[config.mk]
export PLATFORM = sky130hd
export DESIGN_NAME = seg_scan_decoder
export DESIGN_NICKNAME = d
export VERILOG_FILES = /design/src/rtl/seg_scan_decoder.sv
export SDC_FILE = /design/constraint.sdc
export NUM_CORES = 1
export LEC_CHECK = 0
export ABC_AREA = 1
export BUFFER_PORTS_ARGS = -buffer_cell sky130_fd_sc_hd__buf_2
export CAP_MARGIN = 0
export CORE_ASPECT_RATIO = 1.4
export CORE_UTILIZATION = 58
export DETAILED_ROUTE_END_ITERATION = 8
export PLACE_DENSITY = 0.79
export SETUP_SLACK_MARGIN = 0.2
export SYNTH_ARGS = -nofsm -noshare
export SYNTH_HDL_FRONTEND = slang
export SYNTH_SLANG_ARGS = --single-unit
export TNS_END_PERCENT = 20
[constraint.sdc]
create_clock -name clk -period 3.2 [get_ports clk]
set_input_delay 0.64 -clock clk [delete_from_list [all_inputs] [get_ports clk]]
set_output_delay 0.64 -clock clk [all_outputs]
set_load 0.01 [all_outputs]
[src/rtl/seg_scan_decoder.sv]
// Receive-side decoder for a multiplexed 8-digit seven-segment bus. It waits for each
// digit strobe to settle, decodes the segment pattern once per dwell, and offers whole frames.
module seg_scan_decoder #(
    parameter int unsigned SETTLE_CYCLES = 16
) (
    input  logic        clk,
    input  logic        rst,
    input  logic [7:0]  scan,
    input  logic [7:0]  segs_in,
    output logic [31:0] frame_data,
    output logic [7:0]  frame_dp,
    output logic [7:0]  frame_err,
    output logic        frame_valid,
    input  logic        frame_ready,
    output logic        overrun,
    output logic        scan_fault
);

    localparam logic [15:0] SETTLE_LAST = 16'(SETTLE_CYCLES - 1);
    localparam logic [15:0] CNT_MAX     = 16'hFFFF;

    typedef enum logic [0:0] {
        S_SETTLE = 1'b0,
        S_HOLD   = 1'b1
    } state_t;

    // Handshake: a frame is offered while frame_valid=1 and is consumed on every clk
    // edge that sees frame_valid && frame_ready; until then frame_* does not change.

    // Returns {err, nibble}; dp is ignored by forcing bit7 high before the compare.
    function automatic logic [4:0] decode_seg(input logic [6:0] pat);
        logic [4:0] res;
        case ({1'b1, pat})
            8'hC0:   res = 5'h00;
            8'hF9:   res = 5'h01;
            8'hA4:   res = 5'h02;
            8'hB0:   res = 5'h03;
            8'h99:   res = 5'h04;
            8'h92:   res = 5'h05;
            8'h82:   res = 5'h06;
            8'hF8:   res = 5'h07;
            8'h80:   res = 5'h08;
            8'h98:   res = 5'h09;
            8'h88:   res = 5'h0A;
            8'h83:   res = 5'h0B;
            8'hC6:   res = 5'h0C;
            8'hA1:   res = 5'h0D;
            8'h86:   res = 5'h0E;
            8'h8E:   res = 5'h0F;
            default: res = 5'h10;
        endcase
        return res;
    endfunction

    logic [7:0]  scan_q;
    logic [7:0]  segs_q;
    logic [7:0]  scan_prev;
    logic [7:0]  sel;
    logic        scan_valid;
    logic        scan_changed;
    logic [2:0]  digit_idx;
    logic [4:0]  dec;

    state_t      state_q;
    state_t      state_d;
    logic [15:0] cnt_q;
    logic [15:0] cnt_d;
    logic        sample;

    logic [7:0]  mask_q;
    logic [31:0] stage_data;
    logic [7:0]  stage_dp;
    logic [7:0]  stage_err;
    logic        frame_done;
    logic        load_frame;
    logic        fault_armed;

    // The input pipeline just follows the pins, so after reset it already holds live values.
    always_ff @(posedge clk) begin
        scan_q    <= scan;
        segs_q    <= segs_in;
        scan_prev <= scan_q;
    end

    always_comb begin
        sel          = ~scan_q;
        scan_valid   = (sel != 8'h00) && ((sel & (sel - 8'h01)) == 8'h00);
        scan_changed = (scan_q != scan_prev);
        digit_idx    = 3'd0;
        for (int i = 0; i < 8; i++) begin
            if (sel[i]) begin
                digit_idx = 3'(i);
            end
        end
        dec = decode_seg(segs_q[6:0]);
    end

    always_ff @(posedge clk) begin
        if (rst) begin
            state_q <= S_SETTLE;
            cnt_q   <= 16'd0;
        end else begin
            state_q <= state_d;
            cnt_q   <= cnt_d;
        end
    end

    always_comb begin
        state_d = state_q;
        cnt_d   = cnt_q;
        sample  = 1'b0;
        case (state_q)
            S_SETTLE: begin
                if (scan_changed || !scan_valid) begin
                    cnt_d = 16'd0;
                end else if (cnt_q == SETTLE_LAST) begin
                    sample  = 1'b1;
                    state_d = S_HOLD;
                end else if (cnt_q != CNT_MAX) begin
                    cnt_d = cnt_q + 16'd1;
                end
            end
            S_HOLD: begin
                if (scan_changed) begin
                    state_d = S_SETTLE;
                    cnt_d   = 16'd0;
                end
            end
            default: begin
                state_d = S_SETTLE;
                cnt_d   = 16'd0;
            end
        endcase
    end

    // A sample can never coincide with frame_done: the cycle after a sample is spent in S_HOLD.
    assign frame_done = (mask_q == 8'hFF);
    assign load_frame = frame_done && (!frame_valid || frame_ready);

    always_ff @(posedge clk) begin
        if (rst) begin
            mask_q     <= 8'h00;
            stage_data <= 32'h0;
            stage_dp   <= 8'h00;
            stage_err  <= 8'h00;
        end else if (frame_done) begin
            mask_q <= 8'h00;
        end else if (sample) begin
            mask_q[digit_idx]                    <= 1'b1;
            stage_data[{digit_idx, 2'b00} +: 4] <= dec[3:0];
            stage_err[digit_idx]                 <= dec[4];
            stage_dp[digit_idx]                  <= ~segs_q[7];
        end
    end

    always_ff @(posedge clk) begin
        if (rst) begin
            frame_data  <= 32'h0;
            frame_dp    <= 8'h00;
            frame_err   <= 8'h00;
            frame_valid <= 1'b0;
            overrun     <= 1'b0;
            scan_fault  <= 1'b0;
            fault_armed <= 1'b1;
        end else begin
            overrun     <= frame_done && frame_valid && !frame_ready;
            scan_fault  <= !scan_valid && fault_armed;
            fault_armed <= scan_valid;
            if (load_frame) begin
                frame_data  <= stage_data;
                frame_dp    <= stage_dp;
                frame_err   <= stage_err;
                frame_valid <= 1'b1;
            end else if (frame_valid && frame_ready) begin
                frame_valid <= 1'b0;
            end
        end
    end

endmodule

==> flow_summary.json, run 1 <==
{
  "run_status": "complete, no violations",
  "synthCells": 907,
  "crit_path_end_kind": "flip-flop",
  "clk_pin_slew_ns": 0.06,
  "h-tree-depth": 4,
  "stdcell_count": 1120,
  "io_pins": 70,
  "tns_ns": 0,
  "clockBufferDepth": 2,
  "drtIter0Drc": 375,
  "cts_made_buffers": 17,
  "viasPerCell": 5.397,
  "firstDrtPassIters": 5,
  "critPathKind": "reg -> reg",
  "grt.total_usage": 0.2705,
  "cts_setup_buffers": 0,
  "antenna_cells": 0,
  "dr_total_vias": 6045,
  "power_mw": 4.025,
  "rows": 45,
  "grtUsageMet2": 0.4657,
  "slew_viol_final": 0,
  "grt_pass1_wl_mm": 25.19,
  "gp_congestion": 0.9007,
  "pre_cts_ws_ns": 0.4923,
  "final_layout_size_suffix_gt1_frac": 0.1359,
  "crit_path_start_kind": "flip-flop",
  "min_path_type": "in -> reg",
  "die_h_um": 126.7,
  "yosysMostFrequentCell": "nand2_1",
  "portBuffers": 69,
  "yosysSeqAreaShare": 0.4634,
  "fin_nets": 991,
  "finalCritPeriodShare": 0.8326,
  "setup_viol": 0,
  "use_met1": 0.3278,
  "initial_utilization": 0.5955,
  "root_buffer": "clkbuf_16",
  "period_minus_slack_ns": 2.664,
  "drt_wl_total_mm": 15.04,
  "maxCapViolCount": 0,
  "postCtsHoldBufs": 0,
  "synthArstFlopShare": 0,
  "grt_overflow_total": 0,
  "timing.final.ws_setup_ns": 0.5358,
  "grt_util_met3": 0.05036,
  "dp_cells": 1091,
  "design.core.area_um2": 10810,
  "synth-edff-count": 0,
  "arrival_ns": 2.97,
  "drc": 0,
  "cp.required_ns": 3.50,
  "peakVddDrop_mv": 0.3682,
  "grt_busiest_layer": "met2",
  "pwr_density_cell_nw_per_um2": 538.0,
  "yosysTopAreaCell": "dfxtp_1",
  "finalHoldViolations": 0,
  "drt.antenna.violating_nets": 0,
  "worst_slew_pin_slew_ns": 0.7102,
  "tritoncts": "built",
  "die_area_um2": 11530,
  "ys_types": 36,
  "avgSynthCellArea_um2": 7.097,
  "rsz0062_at_grt": "no",
  "critPathMaxFanout": 10,
  "grt_max_degree": 70,
  "antenna_found_initial": 0,
  "hpwl_mm": 10.42,
  "ys_top_cells_by_count": "nand2_1 (202), dfxtp_1 (149), nor2_1 (131), a21oi_1 (91), inv_1 (83)",
  "synthFlopType": "dfxtp_1",
  "syn_nets": 929,
  "yosys.area.top_type_share": 0.4634,
  "synth_warnings": 0,
  "wl_per_cell_um": 13.43,
  "synthesis.area_um2": 6437,
  "clock_skew_ns": 0.005592,
  "syn_to_final_growth_pct": 16.21,
  "rrSetupSlack_ns": 0.54,
  "die_width_um": 91.04,
  "synthTopCellsByArea": "dfxtp_1 (46%), nand2_1 (12%), nor2_1 (7.6%), a21oi_1 (7.1%), nand3_1 (6.2%)",
  "power_leakage_nw": 3.191,
  "cts.sinks": 149,
  "grt_pass1_vias": 5442,
  "ys_ff_latch": 149,
  "insertion_delay_ns": 0.41,
  "relSlewSlack": 0.5265,
  "max_freq_mhz": 375.3
}
==> cells by family (layout without fill, tap and decap cells) <==
logic type	after synthesis	after routing	share of synthesized area
simple gates	486	486	0.3359
flops	149	149	0.4634
compound gates	134	134	0.1067
buf+inv	125	197	0.07464
xor+xnor	10	10	0.01361
fa+ha+maj	3	3	0.005832
==> final timing paths <==
| check | startpoint | to | cells past startpoint |
|---|---|---|---|
| setup reg to reg | scan_q[2] | stage_data[16] | 14 |
| setup / recovery | scan_q[2] | stage_data[16] | 14 |
| hold reg to reg | scan_q[2] | scan_prev[2] | 0 |
| hold / removal | segs_in[0] | segs_q[0] | 1 |
==> what timing repair did <==
item / CTS / global route
gates resized for setup: 0 / 2
hold endpoints to repair: 0 / 0
setup endpoints to repair: 0 / 4
==> state kept, by name, indices dropped and copies added, names as in the netlist <==
| register | flops |
|---|---|
| state_q | 1 |
| fault_armed | 1 |
| frame_err | 8 |
| stage_data | 32 |
| frame_data | 32 |
| frame_valid | 1 |
| stage_dp | 8 |
| scan_fault | 1 |
| scan_q | 8 |
| frame_dp | 8 |
| mask_q | 8 |
| overrun | 1 |
| stage_err | 8 |
| scan_prev | 8 |
| segs_q | 8 |
| cnt_q | 16 |
==> layer usage <==
metal / share of wire / vias up
li1: - / 3065
met1: 0.43 / 2771
met2: 0.50 / 173
met3: 0.042 / 36
met4: 0.026 / 0
met5: 0 / -
==> report_power, final <==
part	leakage (nW)	internal (mW)	switching, mW
Clock	0.281	1.25	0.732
Combinational	1.70	0.0405	0.109
Sequential	1.21	1.87	0.0162
Total	3.19	3.17	0.856
==> stage by stage <==
step,hold slack [ns],area [um2],utilization
after global routing,0.3135,7481,0.6920
after floorplan,0.3745,6437,-
after detailed placement,0.3875,6887,0.6370
after CTS,0.3154,7475,0.6914
after global placement,0.3827,6887,0.6370
final,0.3234,7481,0.6920
==> area by class of cell <==
class                      instances  area (um2)
tap                              141       176.4
inverter                          90       344.1
timing repair buffer              78       412.9
sequential                       149        2983
fill                             947        3329
clock inverter                     8       127.6
multi-input combinational        633        2977
clock buffer                      21       460.4
==> worst max-delay path: stages (launching register included) <==
cell and delay, ns:
dfxtp_1 0.37, inv_1 0.08, o21ai_1 0.13, a21oi_1 0.12, nand2_1 0.09, nand2_1 0.13
ha_1 0.24, ha_2 0.45, clkinvlp_4 0.23, nor2_1 0.17, nand2_1 0.08, inv_1 0.07
nand3_1 0.11, o21ai_0 0.23, nor2_1 0.06
==> layout by cell type (no fill, tap or decap), types with 17 or more instances in the layout <==
cell type  Yosys  layout
inv_1         83      83
nor3_1        27      27
a21oi_1       91      91
nand3_1       80      80
dfxtp_1      149     149
o21ai_0       34      34
nand2_1      202     202
clkbuf_16      0      17
buf_2          1      69
nand4_1       20      20
nor2_1       131     131
No activity file was read; power rests on OpenSTA's default activity.
==> run 2: changes to the inputs <==
- clock period: 3.2 -> 2.5 ns (I/O delays scaled with it)
==> run 2 against run 1 <==
Global-route usage up 0.75 points; worst hold slack worse by 0.15 ns; die area unchanged; critical path depth down 3; largest power group unchanged; largest cell class is now multi-input combinational cells; sequential power up 28%.
==> flow_summary.json, run 2 (same netlist as run 1, synthesis figures left out) <==
{
  "clock_skew_ns": 0.007555,
  "cp.required_ns": 2.81,
  "postCtsHoldBufs": 0,
  "portBuffers": 69,
  "power_leakage_nw": 3.260,
  "r2r_start": "scan_q[3]",
  "dpl_cell_area_um2": 6940,
  "drtIter0Drc": 345,
  "drc": 0,
  "root_buffer": "clkbuf_16",
  "setup_viol": 0,
  "relSlewSlack": 0.5258,
  "rrSetupSlack_ns": 0.29,
  "rows": 45,
  "clockBufferDepth": 2,
  "period_minus_slack_ns": 2.208,
  "design.core.area_um2": 10810,
  "insertion_delay_ns": 0.42,
  "clk_pin_slew_ns": 0.06,
  "arrival_ns": 2.52,
  "run_status": "complete, no violations",
  "drt.antenna.violating_nets": 0,
  "firstDrtPassIters": 5,
  "die_width_um": 91.04,
  "crit_path_start_kind": "flip-flop",
  "peakVddDrop_mv": 0.5460,
  "critPathMaxFanout": 9,
  "antenna_found_initial": 0,
  "antenna_cells": 0,
  "rsz0062_at_grt": "yes",
  "cts_made_buffers": 17,
  "p_sw_mw": 1.148,
  "initial_utilization": 0.5955,
  "grt.total_usage": 0.2780,
  "worstRegToRegCells": 11,
  "mostFrequentLayoutCell": "nand2_1",
  "crit_path_end_kind": "flip-flop",
  "h-tree-depth": 4,
  "min_path_cells": 1,
  "clockPowerShare": 0.498,
  "holdPathEnd": "scan_q[5]",
  "io_pins": 70,
  "gp_congestion": 0.9304,
  "startpoint": "scan_q[3]",
  "viasPerCell": 5.333,
  "swShare": 0.2196,
  "finalHoldViolations": 0,
  "stdcell_area_um2": 7664,
  "power_frac_seq": 0.463,
  "die_h_um": 126.7,
  "max_freq_mhz": 453.0,
  "finalCritPeriodShare": 0.8830,
  "tritoncts": "built",
  "die_area_um2": 11530,
  "min_path_type": "in -> reg",
  "r2r_end": "stage_data[6]",
  "grt_max_degree": 70,
  "fin_nets": 1000,
  "wl_per_cell_um": 13.59,
  "p_int_mw": 4.080,
  "p_comb_frac": 0.039,
  "tns_ns": 0,
  "final_layout_size_suffix_gt1_frac": 0.1615,
  "final_cell_mix": "nand2_1 (202), dfxtp_1 (147), nor2_1 (126)",
  "maxCapViolCount": 0,
  "slew_viol_final": 0,
  "worst_slew_pin_slew_ns": 0.7113,
  "hpwl_mm": 10.42,
  "grt_pass1_wl_mm": 25.74,
  "pwr_density_cell_nw_per_um2": 682.3,
  "grt_overflow_total": 0,
  "hp-start": "scan[5]",
  "syn_to_final_growth_pct": 19.05,
  "drt_wl_total_mm": 15.39,
  "dr_total_vias": 6037,
  "reg.largest.list": "frame_data (32), stage_data (32), cnt_q (16)",
  "cts.sinks": 149,
  "critPathKind": "reg -> reg",
  "grt_pass1_vias": 5547
}
run 2: critical path: stages, from the launching register on:
cell and delay (ns):
dfxtp_1 0.40, nand2_1 0.16, nor2_2 0.18, nand2_1 0.06
nand2_1 0.09, nand2_2 0.10, nor2_8 0.21, nand3_4 0.20
nor2_4 0.26, nand3_2 0.15, o21ai_1 0.22, nor2_1 0.07
run 2: worst max path at each step:
stage	to	slack (ns)	depth (start not counted)
floorplan	stage_data[16]	0.27	15
global placement	stage_data[16]	0.22	14
detailed placement	stage_data[18]	0.18	13
CTS	stage_data[12]	0.18	9
global route	stage_data[6]	0.12	11
finish	stage_data[6]	0.29	11
run 2: power by group through the flow:
stage | sequential, mW | clock (mW) | combinational (mW)
finish | 2.42 | 2.60 | 0.206
global route | 2.42 | 2.72 | 0.228
CTS | 2.42 | 2.62 | 0.193
detailed placement | 2.47 | 0 | 0.190
global placement | 2.47 | 0 | 0.188
floorplan | 2.47 | 0 | 0.133
run 2: layout make-up:
class                           instances  area [um2]
Inverter                               90       345.3
Sequential cell                       149        2985
Multi-Input combinational cell        633        3067
Clock buffer                           20       456.7
Tap cell                              141       176.4
Fill cell                             957        3147
Clock inverter                         12       152.6
Timing Repair Buffer                   87       480.5
run 2: timing repair:
action,4_1_cts,5_1_grt
endpoints found under the setup margin,9,48
pin swaps,0,2
buffers inserted,0,2
gates resized for setup,2,24
run 2: stage by stage:
stage	util	hold slack, ns	setup WS (ns)	std cells	power, mW
after global routing	0.7089	0.1649	0.1175	1132	5.370
after CTS	0.6990	0.1710	0.1782	1130	5.229
after global placement	0.6420	0.3820	0.2187	1098	2.659
after floorplan	-	0.3745	0.2746	907	2.600
after detailed placement	0.6420	0.3951	0.1835	1098	2.662
final	0.7089	0.1756	0.2924	1132	5.229
run 2: per-layer routing:
| layer | wire length, um | GRT usage | up-vias |
|---|---|---|---|
| li1 | - | - | 3078 |
| met1 | 6664 | 0.3270 | 2759 |
| met2 | 7735 | 0.4875 | 160 |
| met3 | 522 | 0.04556 | 40 |
| met4 | 468 | 0.1410 | 0 |
| met5 | 0 | 0 | - |
